## config.mk

```make
export PLATFORM = sky130hd
export DESIGN_NAME = apb_master_bridge_flat
export DESIGN_NICKNAME = d
export VERILOG_FILES = /design/src/rtl/apb_master_bridge_if.sv /design/src/rtl/apb_master_bridge.sv /design/src/flat_wrapper.sv
export SDC_FILE = /design/constraint.sdc
export NUM_CORES = 1
export LEC_CHECK = 0
export BUFFER_PORTS_ARGS = -buffer_cell sky130_fd_sc_hd__buf_2
export CAP_MARGIN = 20
export CORE_ASPECT_RATIO = 0.75
export CORE_MARGIN = 10
export CORE_UTILIZATION = 45
export DETAILED_ROUTE_END_ITERATION = 8
export PLACE_DENSITY = 0.91
export SLEW_MARGIN = 20
export SYNTH_ARGS = -nofsm -noshare
export SYNTH_HDL_FRONTEND = slang
export SYNTH_SLANG_ARGS = --single-unit
```

## constraint.sdc

```tcl
create_clock -name clk -period 4.2 [get_ports clk]
set_clock_uncertainty 0.2 [all_clocks]
set_input_delay 0.42 -clock clk [delete_from_list [all_inputs] [get_ports clk]]
set_output_delay 0.42 -clock clk [all_outputs]
set_load 0.01 [all_outputs]
```

## src/rtl/apb_master_bridge_if.sv

```systemverilog
// Purpose: bundles the command/response handshake and the APB bus of the
//          APB master bridge.
// Signals:
//   req_valid/req_ready/req_write/req_addr/req_wdata : command port
//   rsp_valid/rsp_rdata/rsp_err                      : response pulse
//   paddr/pwdata/pwrite/psel/penable/pready/prdata   : APB initiator bus
// Modports:
//   master : the bridge (accepts commands, drives APB)
//   slave  : the requester plus APB target environment around the bridge
interface apb_master_bridge_if #(
    parameter int unsigned ADDR_W = 32,
    parameter int unsigned DATA_W = 32
);
    logic              req_valid;
    logic              req_ready;
    logic              req_write;
    logic [ADDR_W-1:0] req_addr;
    logic [DATA_W-1:0] req_wdata;
    logic              rsp_valid;
    logic [DATA_W-1:0] rsp_rdata;
    logic              rsp_err;
    logic [ADDR_W-1:0] paddr;
    logic [DATA_W-1:0] pwdata;
    logic              pwrite;
    logic              psel;
    logic              penable;
    logic              pready;
    logic [DATA_W-1:0] prdata;

    modport master (
        input  req_valid, req_write, req_addr, req_wdata, pready, prdata,
        output req_ready, rsp_valid, rsp_rdata, rsp_err,
               paddr, pwdata, pwrite, psel, penable
    );

    modport slave (
        output req_valid, req_write, req_addr, req_wdata, pready, prdata,
        input  req_ready, rsp_valid, rsp_rdata, rsp_err,
               paddr, pwdata, pwrite, psel, penable
    );
endinterface

```

## src/rtl/apb_master_bridge.sv

```systemverilog
// Purpose: turns a single-outstanding request/response command port into APB
//          SETUP/ACCESS transfers, aborting with an error response if PREADY
//          stays low for TIMEOUT ACCESS cycles.
// Ports:
//   clk  : system clock, rising edge
//   rst  : asynchronous reset, active-high
//   bus  : apb_master_bridge_if.master (command, response and APB signals)
// Timing: accept edge -> SETUP cycle -> ACCESS cycle(s) -> one-cycle response
//         pulse, during which the bridge is already idle and can accept again.
module apb_master_bridge #(
    parameter int unsigned ADDR_W  = 32,
    parameter int unsigned DATA_W  = 32,
    parameter int unsigned TIMEOUT = 16
) (
    input  logic                 clk,
    input  logic                 rst,
    apb_master_bridge_if.master  bus
);

    // Counter only ever holds 0..TIMEOUT-1; the TIMEOUT-th low cycle aborts.
    localparam int unsigned CNT_W = (TIMEOUT < 2) ? 1 : $clog2(TIMEOUT);
    localparam logic [CNT_W-1:0] CNT_LAST = CNT_W'(TIMEOUT - 1);

    typedef enum logic [1:0] {
        ST_IDLE   = 2'd0,
        ST_SETUP  = 2'd1,
        ST_ACCESS = 2'd2
    } state_e;

    state_e            state_q,     state_d;
    logic [CNT_W-1:0]  cnt_q,       cnt_d;
    logic [ADDR_W-1:0] paddr_q,     paddr_d;
    logic [DATA_W-1:0] pwdata_q,    pwdata_d;
    logic              pwrite_q,    pwrite_d;
    logic              psel_q,      psel_d;
    logic              penable_q,   penable_d;
    logic              rsp_valid_q, rsp_valid_d;
    logic              rsp_err_q,   rsp_err_d;
    logic [DATA_W-1:0] rsp_rdata_q, rsp_rdata_d;
    logic              req_ready_c;

    // State and output registers.
    always_ff @(posedge clk or posedge rst) begin
        if (rst) begin
            state_q     <= ST_IDLE;
            cnt_q       <= '0;
            paddr_q     <= '0;
            pwdata_q    <= '0;
            pwrite_q    <= 1'b0;
            psel_q      <= 1'b0;
            penable_q   <= 1'b0;
            rsp_valid_q <= 1'b0;
            rsp_err_q   <= 1'b0;
            rsp_rdata_q <= '0;
        end else begin
            state_q     <= state_d;
            cnt_q       <= cnt_d;
            paddr_q     <= paddr_d;
            pwdata_q    <= pwdata_d;
            pwrite_q    <= pwrite_d;
            psel_q      <= psel_d;
            penable_q   <= penable_d;
            rsp_valid_q <= rsp_valid_d;
            rsp_err_q   <= rsp_err_d;
            rsp_rdata_q <= rsp_rdata_d;
        end
    end

    // Next-state and next-output logic.
    always_comb begin
        state_d     = state_q;
        cnt_d       = cnt_q;
        paddr_d     = paddr_q;
        pwdata_d    = pwdata_q;
        pwrite_d    = pwrite_q;
        rsp_valid_d = 1'b0;
        rsp_err_d   = 1'b0;
        rsp_rdata_d = '0;

        case (state_q)
            ST_IDLE: begin
                if (bus.req_valid) begin
                    paddr_d  = bus.req_addr;
                    pwdata_d = bus.req_wdata;
                    pwrite_d = bus.req_write;
                    state_d  = ST_SETUP;
                end
            end
            ST_SETUP: begin
                cnt_d   = '0;
                state_d = ST_ACCESS;
            end
            ST_ACCESS: begin
                // Completion is checked first so PREADY on the expiring cycle wins.
                if (bus.pready) begin
                    state_d     = ST_IDLE;
                    rsp_valid_d = 1'b1;
                    rsp_rdata_d = pwrite_q ? '0 : bus.prdata;
                end else if (cnt_q == CNT_LAST) begin
                    state_d     = ST_IDLE;
                    rsp_valid_d = 1'b1;
                    rsp_err_d   = 1'b1;
                end else begin
                    cnt_d = cnt_q + CNT_W'(1);
                end
            end
            default: begin
                state_d = ST_IDLE;
            end
        endcase

        // APB strobes registered from the next state so they track it exactly.
        psel_d    = (state_d != ST_IDLE);
        penable_d = (state_d == ST_ACCESS);
    end

    assign req_ready_c   = (state_q == ST_IDLE);

    assign bus.req_ready = req_ready_c;
    assign bus.rsp_valid = rsp_valid_q;
    assign bus.rsp_err   = rsp_err_q;
    assign bus.rsp_rdata = rsp_rdata_q;
    assign bus.paddr     = paddr_q;
    assign bus.pwdata    = pwdata_q;
    assign bus.pwrite    = pwrite_q;
    assign bus.psel      = psel_q;
    assign bus.penable   = penable_q;

endmodule
```

## src/flat_wrapper.sv

```systemverilog
// flat-port wrapper written by rule: the top's interface ports become plain ports
module apb_master_bridge_flat 
#(
    parameter int unsigned ADDR_W  = 32,
    parameter int unsigned DATA_W  = 32,
    parameter int unsigned TIMEOUT = 16
)
  (clk, rst, bus_req_valid, bus_req_write, bus_req_addr, bus_req_wdata, bus_pready, bus_prdata, bus_req_ready, bus_rsp_valid, bus_rsp_rdata, bus_rsp_err, bus_paddr, bus_pwdata, bus_pwrite, bus_psel, bus_penable);
  apb_master_bridge_if #(.ADDR_W(ADDR_W), .DATA_W(DATA_W)) bus_i ();
  input  logic clk;
  input  logic rst;
  input wire logic [$bits(bus_i.req_valid)-1:0] bus_req_valid;
  input wire logic [$bits(bus_i.req_write)-1:0] bus_req_write;
  input wire logic [$bits(bus_i.req_addr)-1:0] bus_req_addr;
  input wire logic [$bits(bus_i.req_wdata)-1:0] bus_req_wdata;
  input wire logic [$bits(bus_i.pready)-1:0] bus_pready;
  input wire logic [$bits(bus_i.prdata)-1:0] bus_prdata;
  output wire logic [$bits(bus_i.req_ready)-1:0] bus_req_ready;
  output wire logic [$bits(bus_i.rsp_valid)-1:0] bus_rsp_valid;
  output wire logic [$bits(bus_i.rsp_rdata)-1:0] bus_rsp_rdata;
  output wire logic [$bits(bus_i.rsp_err)-1:0] bus_rsp_err;
  output wire logic [$bits(bus_i.paddr)-1:0] bus_paddr;
  output wire logic [$bits(bus_i.pwdata)-1:0] bus_pwdata;
  output wire logic [$bits(bus_i.pwrite)-1:0] bus_pwrite;
  output wire logic [$bits(bus_i.psel)-1:0] bus_psel;
  output wire logic [$bits(bus_i.penable)-1:0] bus_penable;
  assign bus_i.req_valid = bus_req_valid;
  assign bus_i.req_write = bus_req_write;
  assign bus_i.req_addr = bus_req_addr;
  assign bus_i.req_wdata = bus_req_wdata;
  assign bus_i.pready = bus_pready;
  assign bus_i.prdata = bus_prdata;
  assign bus_req_ready = bus_i.req_ready;
  assign bus_rsp_valid = bus_i.rsp_valid;
  assign bus_rsp_rdata = bus_i.rsp_rdata;
  assign bus_rsp_err = bus_i.rsp_err;
  assign bus_paddr = bus_i.paddr;
  assign bus_pwdata = bus_i.pwdata;
  assign bus_pwrite = bus_i.pwrite;
  assign bus_psel = bus_i.psel;
  assign bus_penable = bus_i.penable;
  apb_master_bridge #(.ADDR_W(ADDR_W), .DATA_W(DATA_W), .TIMEOUT(TIMEOUT)) u_core (.clk(clk), .rst(rst), .bus(bus_i));
endmodule
```

* Word level (Yosys, flattened, before mapping) *
Cells that the tools add are included.

storage, ports and cells
  logic and storage cells = 37
  register bits = 107

cells by class
  add/subtract/negate cells = 1
  reduce and logical (&&, ||, !) cells = 5
  equal/unequal tests = 6
  mux-type cells = 15

operator list
  operator                                              count
  2-to-1 mux 32 bit                                     3
  2-to-1 mux 4 bit                                      2
  one-hot mux 4 bit (2 select lines)                    1
  2-to-1 mux 2 bit                                      3
  one-hot mux 2 bit (3 select lines)                    1
  2-to-1 mux 1 bit                                      5
  adder 4 x 1 -> 4 bit (second input constant)          1
  equality test 2 bit (second input constant)           2
  equality test 4 bit (second input constant)           1
  inequality test 2 bit (second input constant)         2
  nonzero test 2 bit                                    2
  AND reduction 3 bit                                   1
  equality test 2 x 1 -> 1 bit (second input constant)  1
  logical NOT 2 bit                                     1
  AND reduction 2 bit                                   1

* Depth between registers and ports, before layout *
  word-level depth = 5
  depth in mapped cells = 6
  gate-level depth less buffers = 4

* Least setup slack after synthesis *
Ideal clock, no wire load.

  path type = register -> register
  start point = reg u_core.state_q[0]
  end point = reg u_core.pwdata_q[10], in the netlist u_core.bus.pwdata[10]
  slack = 2.462 ns
  data arrival time = 1.413 ns
  library setup time = 0.125 ns
  cell stages (with the launch flop) = 7
  buffers on the path = 3
  cells stage by stage = dfrtp_1 > nor2_2 > and2_4 > buf_6 > buf_6 > buf_6 > mux2_4

on the way
  word-level cells in the longest chain between the ends = 2

ends and longest elaborated chain
  element                        line                     text
  start: declaration             apb_master_bridge.sv:30  state_e state_q, state_d;
  start signal: assignment       apb_master_bridge.sv:56  state_q <= state_d;
  logical NOT 2 bit              -
  named net bus_req_ready        flat_wrapper.sv:18       output wire logic [$bits(bus_i.req_ready)-1:0] bus_req_ready;
  AND reduction 2 bit (no line)  -
  end signal: assignment         apb_master_bridge.sv:59  pwdata_q <= pwdata_d;
  end: declaration               apb_master_bridge.sv:33  logic [DATA_W-1:0] pwdata_q, pwdata_d;

The timed path passes the listed nets, and every way through them passes these cells.
A chain may end at the register's enable or synchronous reset.

* Worst setup path after layout *
  start point = reg u_core.state_q[0]
  end point = reg u_core.paddr_q[31], in the netlist u_core.bus.paddr[31]

on the way
  word-level cells in the longest chain between the ends = 2

ends and longest elaborated chain
  element                        line                     text
  logical NOT 2 bit              apb_master_bridge.sv:80  case (state_q)
  AND reduction 2 bit (no line)  -
  end signal: assignment         apb_master_bridge.sv:58  paddr_q <= paddr_d;
  end: declaration               apb_master_bridge.sv:32  logic [ADDR_W-1:0] paddr_q, paddr_d;

Every way passes these cells.

==> run summary <==
DR iter-0 viols: 123
highest routed layer: met4
Reg clk slew, reported paths: 70 ps
nature of the critical path endpoint: register
Pwr Density: 711 mW/mm2
number of buffers created by CTS: 9
post-route setup TNS: 0 ps
Synth async-reset ratio: 100%
final hold violation count: 0
Mean Syn Cell Area: 16.3 um2
GP Congestion: 0.785
Slew Viols, Final: 0
drt pass-1 iters: 4
Core Box Area: 0.00853 mm2
Area contributors post-synth: dfrtp_1 (67%), mux2_4 (11%), mux2_2 (10%)
Syn. warnings: 0
Non-Filler Instances: 562
Tot GR Track Use: 14.9%
antenna diode count: 0
most frequent cell after synthesis: dfrtp_1
placed cells: 546
metal1 wirelength: 3650 um
clock root cell: clkbuf_16
Syn Std Cell Area: 0.00398 mm2
clock sink count: 107
Least-Margin Pin Slew: 1000 ps
IO Count: 203
share of layout cells above drive strength 1: 63.2%
Post-CTS Resized: 0
crit-path cells: nor2_2 > and2_4 > mux2_2
IO buf count: 202
Vias per Instance: 4.69
Post-synth EDFFs: 0
fmax: 457 MHz
minimum clock period: 2190 ps
CTS tree: yes
met2 WL: 5250 um
fin crit share: 52.1%
Hold/Removal Path Class: in2async
Row Count: 29
slowest CP cell: and2_4
Syn Nets: 347
pin count of the biggest net entering global routing: 74
maximum fanout along the worst path: 67
ys flop type: dfrtp_1
slew margin rel.: 33.1%
Starting Density: 46.7%
Overflow after GRT: 0
setup bufs post-CTS: 0
hold buffers post-CTS: 0
WL per Instance: 18.0 um
cell count after synthesis: 245
HPWL Detailed: 7960 um
Pleak: 2.90 nW
H-Tree Depth: 3
most frequent cells after synthesis: dfrtp_1 (107), mux2_2 (37), and2_1 (32), mux2_4 (28), nand2_1 (8)
Setup Viol. Count Final: 0
vias in the first global route: 2933
top cell type's share of synthesized area: 67.2%
Seq/Total Area, Yosys: 67.2%
r2r startpoint: u_core.state_q[0]
DIE HEIGHT: 101 um
worst endpoint required time: 4220 ps
Max clock buf depth: 2
worst setup path startpoint: u_core.state_q[0]
Synth cell types: 25
first-pass GRT wire length: 15500 um
DRC: 0
CP max stage delay: 810 ps
Max Cap Violations: 0
Die ar.: 0.0131 mm2
initial antenna violation count: 0
Routed WL: 10100 um
Die Span X: 129 um
dominant cell type by area after synthesis: dfrtp_1
CP Data Arrival Time: 2210 ps
P&R area growth vs syn: 35.8%
Via Count: 2636
RSZ-0062 raised after global routing: false
#FFs+latches synth: 107
maximum VDD drop: 0.597 mV
layout net count: 551
Startpoint Class: register
Worst-Skew Late Latency: 330 ps
WL met3: 1050 um
CP Class: reg2reg
Antenna Nets Post-Route: 0
status: complete, no violations
report_power, final:
part	internal [mW]	switching [mW]	leakage (nW)
Sequential	1.40	0.197	1.33
Clock	0.599	0.346	0.163
Combinational	0.698	0.602	1.40
path summary, 6_finish.rpt:
check                                           to  slack (ps)  cells after the start
max reg2reg                   u_core.bus.paddr[31]        2010                      3
min                          u_core.bus.pwdata[10]          60                      2
min reg2reg                   u_core.bus.paddr[12]         300                      1
min in group clk           u_core.bus.rsp_rdata[7]          80                      2
max in group asynchronous  u_core.bus.rsp_rdata[8]        2730                      3
max                           u_core.bus.paddr[31]        2010                      3
critical path: cells and delay by family (launching register included):
family	cells	cell delay (ps)
DFF	1	440
muxes	1	420
and+or+nand+nor	2	960
cells by family after synthesis:
logic type      after synthesis  share of synthesized area [%]
compound gates                3                          0.503
xor+xnor                      1                          0.220
fa+ha+maj                     1                          0.314
buf+inv                      14                           2.36
flops                       107                           67.2
mux                          68                           21.8
simple gates                 51                           7.60
per-stage QoR:
stage                     hold WS (ps)  power (mW)  cell area [um2]  util [%]  setup WS [ps]
after floorplan                    274        2.40             3980         -            763
after global placement             284        2.89             5060      59.4           2100
after detailed placement           290        2.95             5060      59.4           2010
after CTS                         66.8        3.91             5410      63.4           2000
after global routing              70.2        4.06             5410      63.4           1890
final                             61.2        3.85             5410      63.4           2010
cell type report:
class / count / area (um2)
clock inverters: 4 / 97.6
clock buffers: 12 / 246
multi-input cells: 124 / 1210
fillers: 661 / 3120
repair buffers: 204 / 1030
inverters: 3 / 13.8
flip-flops and latches: 107 / 2680
well taps: 108 / 135
registers in the layout, indices dropped and copies added, names as in the netlist:
| register | count |
|---|---|
| u_core.bus.paddr | 32 |
| u_core.bus.penable | 1 |
| u_core.bus.psel | 1 |
| u_core.bus.pwdata | 32 |
| u_core.bus.pwrite | 1 |
| u_core.bus.rsp_err | 1 |
| u_core.bus.rsp_rdata | 32 |
| u_core.bus.rsp_valid | 1 |
| u_core.cnt_q | 4 |
| u_core.state_q | 2 |
layer usage:
metal	vias up	global-route usage, %
met3	15	6.99
met5	-	0
met1	1280	15.5
met4	0	5.21
li1	1225	-
met2	116	26.1
cells in the final DEF, fill, tap and decap left out:
master,Yosys,layout
buf_2,3,202
dfrtp_1,107,107
mux2_2,37,37
and2_1,32,32
mux2_4,28,28
clkbuf_16,0,9
nand2_1,8,8
mux2i_1,3,3
bufinv_16,0,3
nand3_1,2,2
inv_1,3,2
clkbuf_1,3,2
buf_4,0,2
nor2_2,1,1
and2_4,1,1
nand2b_1,1,1
nor3b_1,1,1
or2b_1,1,1
nor3_2,1,1
nand3b_1,1,1
nor3_1,1,1
a21oi_1,1,1
inv_4,0,1
xor2_1,1,1
nor2_1,1,1
a31oi_1,1,1
a221oi_1,1,1
ha_1,1,1
clkbuf_8,0,1
clkinvlp_4,0,1
Power figures use the tool's default switching activity.
